$ cat src/rtl/exe_branch_unit.sv
// EXE-stage branch/jump resolver with a registered result and a 2-bit
// saturating-counter branch history table shared with fetch.
module exe_branch_unit #(
    parameter int          DATA_WIDTH  = 32,
    parameter int          ADDR_WIDTH  = 32,
    parameter int          BHT_ENTRIES = 64,
    parameter logic [1:0]  CTR_INIT    = 2'b01
) (
    input  logic                  clk_i,
    input  logic                  rst_i,
    input  logic                  flush_i,
    input  logic                  valid_i,
    output logic                  ready_o,
    input  logic [DATA_WIDTH-1:0] inst_i,
    input  logic [ADDR_WIDTH-1:0] inst_addr_i,
    input  logic [DATA_WIDTH-1:0] op1_i,
    input  logic [DATA_WIDTH-1:0] op2_i,
    input  logic                  pred_taken_i,
    input  logic [ADDR_WIDTH-1:0] pred_addr_i,
    input  logic [ADDR_WIDTH-1:0] query_addr_i,
    output logic                  query_taken_o,
    output logic                  valid_o,
    input  logic                  ready_i,
    output logic                  jump_enable_o,
    output logic [ADDR_WIDTH-1:0] jump_addr_o,
    output logic [ADDR_WIDTH-1:0] link_addr_o,
    output logic                  redirect_o,
    output logic [ADDR_WIDTH-1:0] redirect_addr_o,
    output logic                  misalign_o
);
    localparam int IDX_W = (BHT_ENTRIES > 1) ? $clog2(BHT_ENTRIES) : 1;

    localparam logic [6:0] OP_BRANCH = 7'b1100011;
    localparam logic [6:0] OP_JAL    = 7'b1101111;
    localparam logic [6:0] OP_JALR   = 7'b1100111;

    // ---------------- decode / resolve ----------------
    logic [6:0]            opcode;
    logic [2:0]            funct3;
    logic                  is_b, is_jal, is_jalr, is_ctl, cond;
    logic                  taken, misalign, redirect;
    logic [ADDR_WIDTH-1:0] imm_b, imm_j, imm_i, target, link, next_pc;

    always_comb begin
        opcode  = inst_i[6:0];
        funct3  = inst_i[14:12];
        // reserved funct3 010/011 is treated like a non-control instruction
        is_b    = (opcode == OP_BRANCH) && (funct3[2:1] != 2'b01);
        is_jal  = (opcode == OP_JAL);
        is_jalr = (opcode == OP_JALR);
        is_ctl  = is_b | is_jal | is_jalr;

        imm_b = {{(ADDR_WIDTH-12){inst_i[31]}}, inst_i[7], inst_i[30:25], inst_i[11:8], 1'b0};
        imm_j = {{(ADDR_WIDTH-20){inst_i[31]}}, inst_i[19:12], inst_i[20], inst_i[30:21], 1'b0};
        imm_i = {{(ADDR_WIDTH-12){inst_i[31]}}, inst_i[31:20]};

        case (funct3)
            3'b000:  cond = (op1_i == op2_i);
            3'b001:  cond = (op1_i != op2_i);
            3'b100:  cond = ($signed(op1_i) <  $signed(op2_i));
            3'b101:  cond = ($signed(op1_i) >= $signed(op2_i));
            3'b110:  cond = (op1_i <  op2_i);
            3'b111:  cond = (op1_i >= op2_i);
            default: cond = 1'b0;
        endcase

        target = '0;
        if (is_b)    target = inst_addr_i + imm_b;
        if (is_jal)  target = inst_addr_i + imm_j;
        if (is_jalr) target = (ADDR_WIDTH'(op1_i) + imm_i) & ~ADDR_WIDTH'(1);

        taken    = (is_b & cond) | is_jal | is_jalr;
        link     = inst_addr_i + ADDR_WIDTH'(4);
        next_pc  = taken ? target : link;
        misalign = taken & (target[1:0] != 2'b00);
        // misaligned targets go to the trap unit instead of redirecting fetch
        redirect = is_ctl & ~misalign &
                   ((taken != pred_taken_i) | (taken & (target != pred_addr_i)));
    end

    // ---------------- handshake / output register ----------------
    logic                  valid_q, valid_d;
    logic                  jump_en_q, jump_en_d;
    logic [ADDR_WIDTH-1:0] jump_addr_q, jump_addr_d;
    logic [ADDR_WIDTH-1:0] link_q, link_d;
    logic                  redirect_q, redirect_d;
    logic [ADDR_WIDTH-1:0] redirect_addr_q, redirect_addr_d;
    logic                  misalign_q, misalign_d;
    logic                  accept;

    assign ready_o = (~valid_q | ready_i) & ~flush_i;
    assign accept  = valid_i & ready_o;

    always_comb begin
        valid_d         = valid_q;
        jump_en_d       = jump_en_q;
        jump_addr_d     = jump_addr_q;
        link_d          = link_q;
        redirect_d      = redirect_q;
        redirect_addr_d = redirect_addr_q;
        misalign_d      = misalign_q;
        if (flush_i) begin
            valid_d = 1'b0;
        end else if (ready_o) begin
            valid_d = valid_i;
        end
        if (accept) begin
            jump_en_d       = taken & ~misalign;
            jump_addr_d     = target;
            link_d          = link;
            redirect_d      = redirect;
            redirect_addr_d = next_pc;
            misalign_d      = misalign;
        end
    end

    always_ff @(posedge clk_i or negedge rst_i) begin
        if (!rst_i) begin
            valid_q         <= 1'b0;
            jump_en_q       <= 1'b0;
            jump_addr_q     <= '0;
            link_q          <= '0;
            redirect_q      <= 1'b0;
            redirect_addr_q <= '0;
            misalign_q      <= 1'b0;
        end else begin
            valid_q         <= valid_d;
            jump_en_q       <= jump_en_d;
            jump_addr_q     <= jump_addr_d;
            link_q          <= link_d;
            redirect_q      <= redirect_d;
            redirect_addr_q <= redirect_addr_d;
            misalign_q      <= misalign_d;
        end
    end

    assign valid_o         = valid_q;
    assign jump_enable_o   = jump_en_q;
    assign jump_addr_o     = jump_addr_q;
    assign link_addr_o     = link_q;
    assign redirect_o      = redirect_q;
    assign redirect_addr_o = redirect_addr_q;
    assign misalign_o      = misalign_q;

    // ---------------- branch history table ----------------
    logic [1:0]       bht_q [BHT_ENTRIES];
    logic [1:0]       bht_d [BHT_ENTRIES];
    logic [IDX_W-1:0] upd_idx, qry_idx;
    logic             train;
    logic             unused_addr_bits;

    assign upd_idx = inst_addr_i[IDX_W+1:2];
    assign qry_idx = query_addr_i[IDX_W+1:2];
    assign train   = accept & is_b;
    assign unused_addr_bits = ^{query_addr_i[ADDR_WIDTH-1:IDX_W+2], query_addr_i[1:0]};

    always_comb begin
        bht_d = bht_q;
        if (train) begin
            if (taken && bht_q[upd_idx] != 2'b11)
                bht_d[upd_idx] = bht_q[upd_idx] + 2'b01;
            else if (!taken && bht_q[upd_idx] != 2'b00)
                bht_d[upd_idx] = bht_q[upd_idx] - 2'b01;
        end
    end

    always_ff @(posedge clk_i or negedge rst_i) begin
        if (!rst_i) begin
            for (int i = 0; i < BHT_ENTRIES; i++) bht_q[i] <= CTR_INIT;
        end else begin
            bht_q <= bht_d;
        end
    end

    // reads the registered table, so a same-cycle update is not visible yet
    assign query_taken_o = bht_q[qry_idx][1];

endmodule

$ cat config.mk
export PLATFORM = sky130hd
export DESIGN_NAME = exe_branch_unit
export DESIGN_NICKNAME = d
export VERILOG_FILES = /design/src/rtl/exe_branch_unit.sv
export SDC_FILE = /design/constraint.sdc
export NUM_CORES = 1
export LEC_CHECK = 0
export CORE_MARGIN = 8
export CORE_UTILIZATION = 44
export DETAILED_ROUTE_END_ITERATION = 12
export PLACE_DENSITY = 0.75
export SYNTH_ARGS = -nofsm -noshare
export SYNTH_HDL_FRONTEND = slang
export SYNTH_SLANG_ARGS = --single-unit
export TNS_END_PERCENT = 50
$ cat constraint.sdc
create_clock -name clk_i -period 4.55 [get_ports clk_i]
set_input_delay 0.91 -clock clk_i [delete_from_list [all_inputs] [get_ports clk_i]]
set_output_delay 0.91 -clock clk_i [all_outputs]
set_load 0.01 [all_outputs]
# Word-level counts from Yosys, hierarchy flattened
# Cells that the tools add are included.
dict set report op_classes {
  add_sub_neg 6
  n_lt_le_gt_ge 7
  n_eq_ne 14
  mux 19
  bitwise 20
  n_reduce_logical 11
}
# operator count
set op_table {}
lappend op_table {{$bwmux 128} 2}
lappend op_table {{$mux 128} 2}
lappend op_table {{$mux 32} 4}
lappend op_table {{$add 32x32->32} 3}
lappend op_table {{$ge 32x32->1} 2}
lappend op_table {{$lt 32x32->1} 2}
lappend op_table {{$ne 32x32->1} 2}
lappend op_table {{$add 32x3->32 const B} 1}
lappend op_table {{$eq 32x32->1} 1}
lappend op_table {{$bmux 2 s6} 2}
lappend op_table {{$eq 7x7->1 const B} 3}
lappend op_table {{$ge 7x7->1 const B} 2}
lappend op_table {{$not 6->7} 2}
lappend op_table {{$demux 2 s6} 1}
lappend op_table {{$eq 3x3->1 const B} 4}
lappend op_table {{$mux 2} 5}
lappend op_table {{$and 1x1->1} 9}
lappend op_table {{$reduce_bool 2->1} 4}
lappend op_table {{$lt 7x1->1 const B} 1}
lappend op_table {{$or 1x1->1} 6}
lappend op_table {{$pmux 1 s6} 1}
lappend op_table {{$logic_and 1x1->1} 4}
lappend op_table {{$eq 3x1->1 const B} 1}
lappend op_table {{$logic_not 3->1} 1}
lappend op_table {{9 further kinds} 12}
dict set report word_totals {
  register_bits 228
  in_bits 198
  out_inout_bits 102
  word_cells 148
}

# Logic depth before layout (Yosys ltp)
dict set report logic_depth {
  depth_word 10
  depth_mapped 17
  ltp_nobuf 14
}

# Worst setup path after synthesis
# No wires, ideal clock.
dict set report synth_timing {
  path_kind {input -> output}
  from {input port query_addr_i[2]}
  to {output port query_taken_o}
  t_arrival_ns 3.350
  t_required_ns 3.640
  setup_slack_ns 0.290
  cell_stages 5
  path_buffers 2
  path_cell_list {clkbuf_1 buf_1 mux4_2 mux4_2 mux4_2}
}
dict set report synth_between {
  elab_chain_cells 4
}
# element line_no
set synth_rtl {}
lappend synth_rtl {{start: declaration} 20} ;# input logic [ADDR_WIDTH-1:0] query_addr_i,
lappend synth_rtl {{$not 6->7 (implied by the code)} 176} ;# assign query_taken_o = bht_q[qry_idx][1];
lappend synth_rtl {{$bmux 2 s6} 176}
lappend synth_rtl {{$mux 2 (implied by the code) (2 in series)} 176}
lappend synth_rtl {{end: declaration} 21} ;# output logic query_taken_o,
# No other way between the ends. The select of a mux whose other input is x is not followed.

# Worst setup path after layout
dict set report layout_timing {
  from {input port inst_i[20]}
  to {register redirect_q, in the netlist redirect_o}
}
dict set report layout_between {
  elab_chain_cells 7
  word_cells_on_any_way 12
  classes_between {add/sub: 2; eq/ne: 1; mux: 2; bitwise: 6; reduce/logical: 1}
}
# element line_no
set layout_rtl {}
lappend layout_rtl {{start: declaration} 14} ;# input logic [DATA_WIDTH-1:0] inst_i,
lappend layout_rtl {{$add 32x32->32, on equally long branches} {69, 70}}
lappend layout_rtl {{$mux 32, on equally long branches} {69, 70}}
lappend layout_rtl {{$mux 32 *} 70} ;# if (is_jalr) target = (ADDR_WIDTH'(op1_i) + imm_i) & ~ADDR_WIDTH'(1);
lappend layout_rtl {{$ne 32x32->1 / $and 1x1->1 (equally long branches)} {78, 75}}
lappend layout_rtl {{$and 1x1->1 / $not 1->1 (equally long branches)} {78, 77}}
lappend layout_rtl {{$or 1x1->1 / $and 1x1->1 (equally long branches)} {78, 77}}
lappend layout_rtl {{$and 1x1->1 *} 77} ;# redirect = is_ctl & ~misalign &
lappend layout_rtl {{end signal: assignment} 131} ;# redirect_q <= redirect_d;
lappend layout_rtl {{end: declaration} 86} ;# logic redirect_q, redirect_d;
# Mark *: on every way between the ends. The rest lies on a longest branch, timed or not.
# A chain may end at the register's enable or synchronous reset.

==> summary.txt <==
Synth
  • Main synth FF type: dfrtp_1
  • Synth Cell Area: 0.0181 mm²
  • Share of Yosys cell area claimed by the top area cell type: 22.7%
  • Synth area leader: dfrtp_1
  • Yosys reg bits: 228
  • Number of synthesized flops with an enable pin: 0
  • Synth Net Count: 2415
  • Most common cell in the netlist: nand2_1
  • Unique masters post-synth: 78
  • Async set-reset flop share out of synthesis: 100%
  • Sequential-to-total area share from yosys stat: 32.0%
  • Ys Warns: 0
  • Top cells by count, synth: 263 x nand2_1, 234 x o21ai_0, 164 x dfrtp_1
  • Syn Inst Count: 2106
  • Largest cells by area after synthesis: dfrtp_1 23%, dfstp_2 9.3%, ha_1 7.5%
  • Syn avg cell area: 8.57 µm²

Timing
  • Skew final: 0.0156 ns
  • Final Hold Viols: 0
  • Slew of the pin with the lowest slew margin: 0.994 ns
  • Final Setup Violations: 0
  • Max_slew headroom: 33.8%
  • Setup_tns: 0 ns
  • Period utilisation layout: 98.3%
  • RSZ-0062 raised after global routing: yes
  • Peak Freq: 0.224 GHz
  • Tmin final: 4.47 ns
  • Slew Viols, Final: 0

Global route
  • Vias in the first global route: 19900
  • Initial antenna violation count: 1
  • GRT Util Overall: 31.4%
  • Largest net degree at the start of global routing: 126
  • GR Overflow Total: 0
  • First-pass GRT wire length: 117000 µm

Finish
  • Layout cell share with drive strength beyond 1: 23.7%
  • Inserted Diodes: 0
  • P&R area growth vs syn: 41.2%
  • Fin cells: 3296
  • Area of the multi-input gates: 0.0116 mm²
  • Nets: 3054
  • Fill count: 3459
  • Post-layout util: 62.7%
  • FF+latch area: 0.00579 mm²

Pwr
  • PwrDens: 252 mW/mm²
  • Worst VDD drop: 0.260 mV
  • Leakage: 11.3 nW
  • Total power: 0.00642 W

Detailed routing
  • Total number of vias: 20000
  • DR pass1 iterations: 7
  • Initial drt markers: 2198
  • DRC errors left: 0
  • Vias per inst: 6.08
  • Wire per inst: 23.4 µm
  • DRT Wirelength: 77000 µm
  • DRT antenna net count: 0

Setup path
  • Required time of the critical path: 4.95 ns
  • Startpoint class of the critical path: input port
  • Crit. End Element: flop
  • First element of the critical path: inst_i[20]
  • Crit path DAT: 4.87 ns
  • CP Class: input port to flop
  • Maximum fanout along the worst path: 5
  • Reg2reg setup slack: 1.48 ns

CTS
  • Total CTS buffers: 25
  • H-tree depth: 1
  • Clock latency on the worst-skew pair: 0.55 ns
  • CTS Hold Bufs: 0
  • CTS Sinks: 228
  • CTS tree: built
  • CTS max path bufs: 3
  • Worst-path clk slew: 0.06 ns
  • Post-CTS Setup Bufs: 0
  • Root Driver: clkbuf_16

Floorplanning
  • Width of the die: 219 µm
  • Die area: 0.0478 mm²
  • IO Pins: 300
  • FP Rows: 74
  • Core area: 0.0406 mm²
  • Initial Util: 44.4%
  • Die Y: 219 µm

Placed design
  • Dpl cells: 3250
  • Placer Congestion: 0.997
  • DP HPWL: 61900 µm
  • Number of I/O port buffers: 273

Min path
  • Hold WC Path Type: input port to async pin

Outcome
  • Outcome: complete, no violations

Run
  • Max_cap viols: 0
## power breakdown
group	switching, W	internal (W)
logic	0.00118	0.00101
clock network	0.000861	0.00117
registers	0.0000620	0.00213
## metal layers
metal  share of wire [%]  up-vias  global-route usage (%)
met5                   0        -                       0
met4                 6.2        0                    16.2
met3                 8.0      256                    4.48
met2                  46     1006                    51.5
met1                  40     9561                    39.7
li1                    -     9211                       -
## layout by cell type, fill, tap and decap left out, types with 9 or more instances in the layout
master / instances
o21ai_0: 233
nor2b_1: 13
or3_1: 10
or4_1: 11
mux2_1: 60
a211oi_1: 15
dfrtp_1: 164
mux4_2: 21
a21o_1: 33
mux2_2: 40
xor2_1: 51
buf_4: 443
nor2_1: 87
a31oi_1: 20
a22oi_1: 43
o21a_1: 15
xnor2_1: 42
and2_1: 24
nand2_1: 262
o211ai_1: 14
inv_1: 63
dfstp_2: 64
a21oi_1: 128
mux2i_1: 19
ha_1: 108
nor4_1: 12
nand2b_1: 13
and3_1: 30
nand3_1: 38
nor3b_1: 9
clkbuf_16: 26
o22ai_1: 42
buf_12: 15
clkdlybuf4s50_1: 270
o221ai_1: 9
nand4_1: 118
o31ai_1: 11
nor3_1: 38
## worst paths after layout
| kind | endpoint | cells after the start |
|---|---|---|
| setup / recovery | redirect_o | 15 |
| max in group asynchronous | jump_addr_o[13] | 2 |
| min in group clk_i | flop | 2 |
| hold / removal | link_addr_o[27] | 1 |
| hold reg to reg | flop | 2 |
| setup reg to reg | bht_q[79] | 9 |
## logic make-up after synthesis
family,synth area share (%)
adder cells (fa/ha/maj),7.82
flip-flops,32.0
multiplexers,10.0
XOR/XNOR,4.60
buffers and inverters,3.99
AO/OA/AOI/OAI,22.2
AND/OR/NAND/NOR,19.3
## critical path, cell delays in order
cell and delay (ns):
clkdlybuf4s50_1 0.43, and2_1 0.18, fa_1 0.39, a211oi_1 0.30
o211ai_1 0.33, nand2_1 0.21, xor2_1 0.11, buf_4 0.15
o2111ai_1 0.50, xnor2_1 0.18, o2111ai_1 0.27, nor4_2 0.33
nand4_1 0.14, nor4_1 0.26, a41oi_1 0.15
## metrics by stage
stage / instance area (µm²) / hold WS [ns] / setup WS (ns)
final: 25500 / 0.412 / 0.0771
after global routing: 25500 / 0.496 / -0.0159
after CTS: 25500 / 0.478 / 0.145
after detailed placement: 24600 / 0.469 / -0.409
after global placement: 24600 / 0.461 / -0.374
after floorplan: 18100 / 0.458 / 0.290
## layout make-up
| cell class | instances | area share, % |
|---|---|---|
| inverter | 64 | 0.943 |
| clock inverter | 9 | 0.383 |
| multi-input combinational | 1693 | 45.5 |
| clock buffer | 37 | 2.83 |
| timing repair buffer | 733 | 25.0 |
| tap | 532 | 2.61 |
| sequential | 228 | 22.7 |
## what timing repair did
item / in CTS / in global routing
resized for setup: 2 / 6
pin swaps: 0 / 2
endpoints found under the setup margin: 1 / 22
(Power assumes the default switching activity.)
==> RTL edit: new RTL, same settings <==
Make the reset (`rst_i`) synchronous in 2 clocked blocks.
--- a/src/rtl/exe_branch_unit.sv
+++ b/src/rtl/exe_branch_unit.sv
@@ -116,3 +116,3 @@
 
-    always_ff @(posedge clk_i or negedge rst_i) begin
+    always_ff @(posedge clk_i) begin
         if (!rst_i) begin
@@ -166,3 +166,3 @@
 
-    always_ff @(posedge clk_i or negedge rst_i) begin
+    always_ff @(posedge clk_i) begin
         if (!rst_i) begin
Check against the original RTL: not equivalent (a bounded check fails within 4 cycles, from zero or initial values and one cycle with rst_i low; the reset may be asserted at any time).
==> RTL edit against the unedited design <==
Worst setup slack improved by 0.072 ns; fmax increased by 1.6%; final area decreased by 5.2%; synthesized area decreased by 4.2%; clock power decreased by 9%; wire length decreased by 5.7%; via count increased by 0.52%; utilization decreased by 0.33 points; sequential cell count unchanged; cell count increased by 0.70%; largest cell class unchanged; power decreased by 12%.
==> RTL edit: results (changes against the unedited design) <==
nets: 3095  # +1.3%
hold_path.startpoint: "redirect_addr_o[23]$_SDFFE_PN0P_"
syn_area_per_cell_um2: 7.78  # -9.2%
slowest_stage: "clkdlybuf4s50_1"
synth_ff_type: "dfxtp_1"
synthTopCellsByArea: "dfxtp_1 (26%), mux2i_1 (8.2%), ha_1 (7.8%)"
yosys-mux-area-fraction_pct: 11.2  # +1.1 points
layout-drive-gt1-share_pct: 18.2  # -5.5 points
h-tree-depth: 1  # unchanged
tightest_slew_ns: 1.01  # +0.0160 ns
insertion_delay_ns: 0.54
holdPathEnd: "redirect_addr_o[23]$_SDFFE_PN0P_"
hold_depth: 2
wl_per_cell_um: 21.9  # -6.4%
fillers: 3411  # -1.4%
clock_skew_ns: 0.0268  # +0.0112 ns
grt_pass1_wl_um: 111000  # -5.8%
critical_path.top_delay_family: "compound AO/OA/AOI/OAI gates"
yosysWarnings: 0  # unchanged
arrival_ns: 4.79  # -0.08 ns
cts_buffer_depth: 3  # unchanged
numCtsBuffers: 23  # -8.0%
p_leak_nw: 9.40  # -17%
gp_congestion: 0.988  # -0.90%
crit_path_max_incr_delay_ns: 0.48  # -0.02 ns
clkTransAtPathRegs_ns: 0.06  # about the same
synth_commonest_cells: "nand2_1 (274), nor2_1 (272), dfxtp_1 (228)"
cts-root-buf: "clkbuf_16"
antenna_found_initial: 0  # -1
synthMostInstantiatedCell: "nand2_1"
seq_area_frac_synth_pct: 26.4  # -5.7 points
portBuffers: 273  # unchanged
firstDrtPassIters: 6  # -1
reg2regPathDepth: 14  # +5
ys_types: 86  # +10%
antenna_cells: 0  # unchanged
track_usage_pct: 29.6  # -1.8 points
synth_xor_area_share_pct: 4.96  # +0.36 points
wirelength_um: 72600  # -5.7%
status: "finished, final reports clean"
dr.first_iter.drc_count: 2411  # +9.7%
regToRegSetupSlack_ns: 1.41  # -0.07 ns
placed_area_mm2: 0.0234  # -5.2%
drt-vias-per-instance: 6.07  # -0.18%
synthesis.nets: 2532  # +4.8%
min_path_type: "register to register"
dp_hpwl_um: 58300  # -5.8%
synth_fa_ha_area_share_pct: 8.16  # +0.34 points
vdd_ir_drop_max_mv: 0.227  # -13%
cp_max_fo: 9  # +4
grt_max_degree: 103  # -18%
rr_endpoint: "bht_q[101]$_SDFFE_PN0P_"
synth_compound_area_share_pct: 23.3  # +1.1 points
synthArstFlopShare_pct: 0  # -100 points
[RTL edit: cell count changes after synthesis, moves of 45 or more]
cell      change
dfxtp_1     +228
nor2_1      +183
o21ai_0     -167
dfrtp_1     -164
mux2i_1     +122
nand4_1      -67
dfstp_2      -64
mux2_1       -60
a211oi_1     +46
a21oi_1      +45
[RTL edit: per-stage QoR]
step | hold WS, ns | util (%) | TNS [ns] | setup WS (ns) | power (mW)
after global routing | 0.469 | 62.4 | 0 | 0.00667 | 5.88
after global placement | 0.439 | 60.3 | -18.43 | -0.445 | 3.79
after detailed placement | 0.445 | 60.3 | -42.73 | -0.615 | 3.82
after floorplan | 0.436 | - | 0 | 0.290 | 2.96
after CTS | 0.452 | 62.2 | 0 | 0.00564 | 5.64
final | 0.451 | 62.4 | 0 | 0.149 | 5.67
[RTL edit: area by class of cell]
| cell class | instances | area (um2) | share of cell area [%] |
|---|---|---|---|
| clock inverter | 8 | 77.6 | 0.321 |
| multi-input combinational | 1789 | 12000 | 49.7 |
| tap | 518 | 648 | 2.68 |
| sequential | 228 | 4560 | 18.9 |
| clock buffer | 32 | 639 | 2.65 |
| inverter | 64 | 243 | 1.00 |
| timing repair buffer | 680 | 5980 | 24.7 |
[RTL edit: how the worst max path moves through the flow]
stage / from / endpoint / slack, ns / depth (start not counted)
floorplan: query_addr_i[2] / query_taken_o / 0.29 / 5
global placement: inst_addr_i[1] / redirect_o$_SDFFE_PN0P_ / -0.44 / 16
detailed placement: inst_addr_i[1] / redirect_o$_SDFFE_PN0P_ / -0.62 / 19
CTS: query_addr_i[2] / query_taken_o / 0.006 / 6
global route: inst_addr_i[3] / bht_q[73]$_SDFFE_PN0P_ / 0.007 / 19
finish: inst_addr_i[2] / redirect_o$_SDFFE_PN0P_ / 0.15 / 16
[RTL edit: per-layer routing]
metal / GRT usage (%) / part of all wire, % / up-vias
met4: 10.4 / 3.8 / 0
met1: 39.4 / 42 / 9507
li1: - / - / 9298
met2: 45.7 / 43 / 1125
met3: 7.69 / 12 / 208
met5: 0 / 0 / -
[RTL edit: power breakdown]
group	internal, mW	total (mW)	switching, mW
registers	2.04	2.07	0.0301
logic	0.802	1.76	0.958
clock network	1.04	1.84	0.799
[RTL edit: cell families after synthesis]
family                   Yosys count
XOR/XNOR                          98
flip-flops                       228
AND/OR/NAND/NOR                  822
adder cells (fa/ha/maj)          111
buffers and inverters            206
AO/OA/AOI/OAI                    593
multiplexers                     165
[RTL edit: repair_timing]
item | 4_1_cts | 5_1_grt
hold endpoints to repair | 0 | 0
resized for setup | 2 | 14
pin swaps | 0 | 0
gates cloned | 0 | 1
endpoints found under the setup margin | 2 | 27
hold buffers | 0 | 0
buffers inserted | 0 | 0
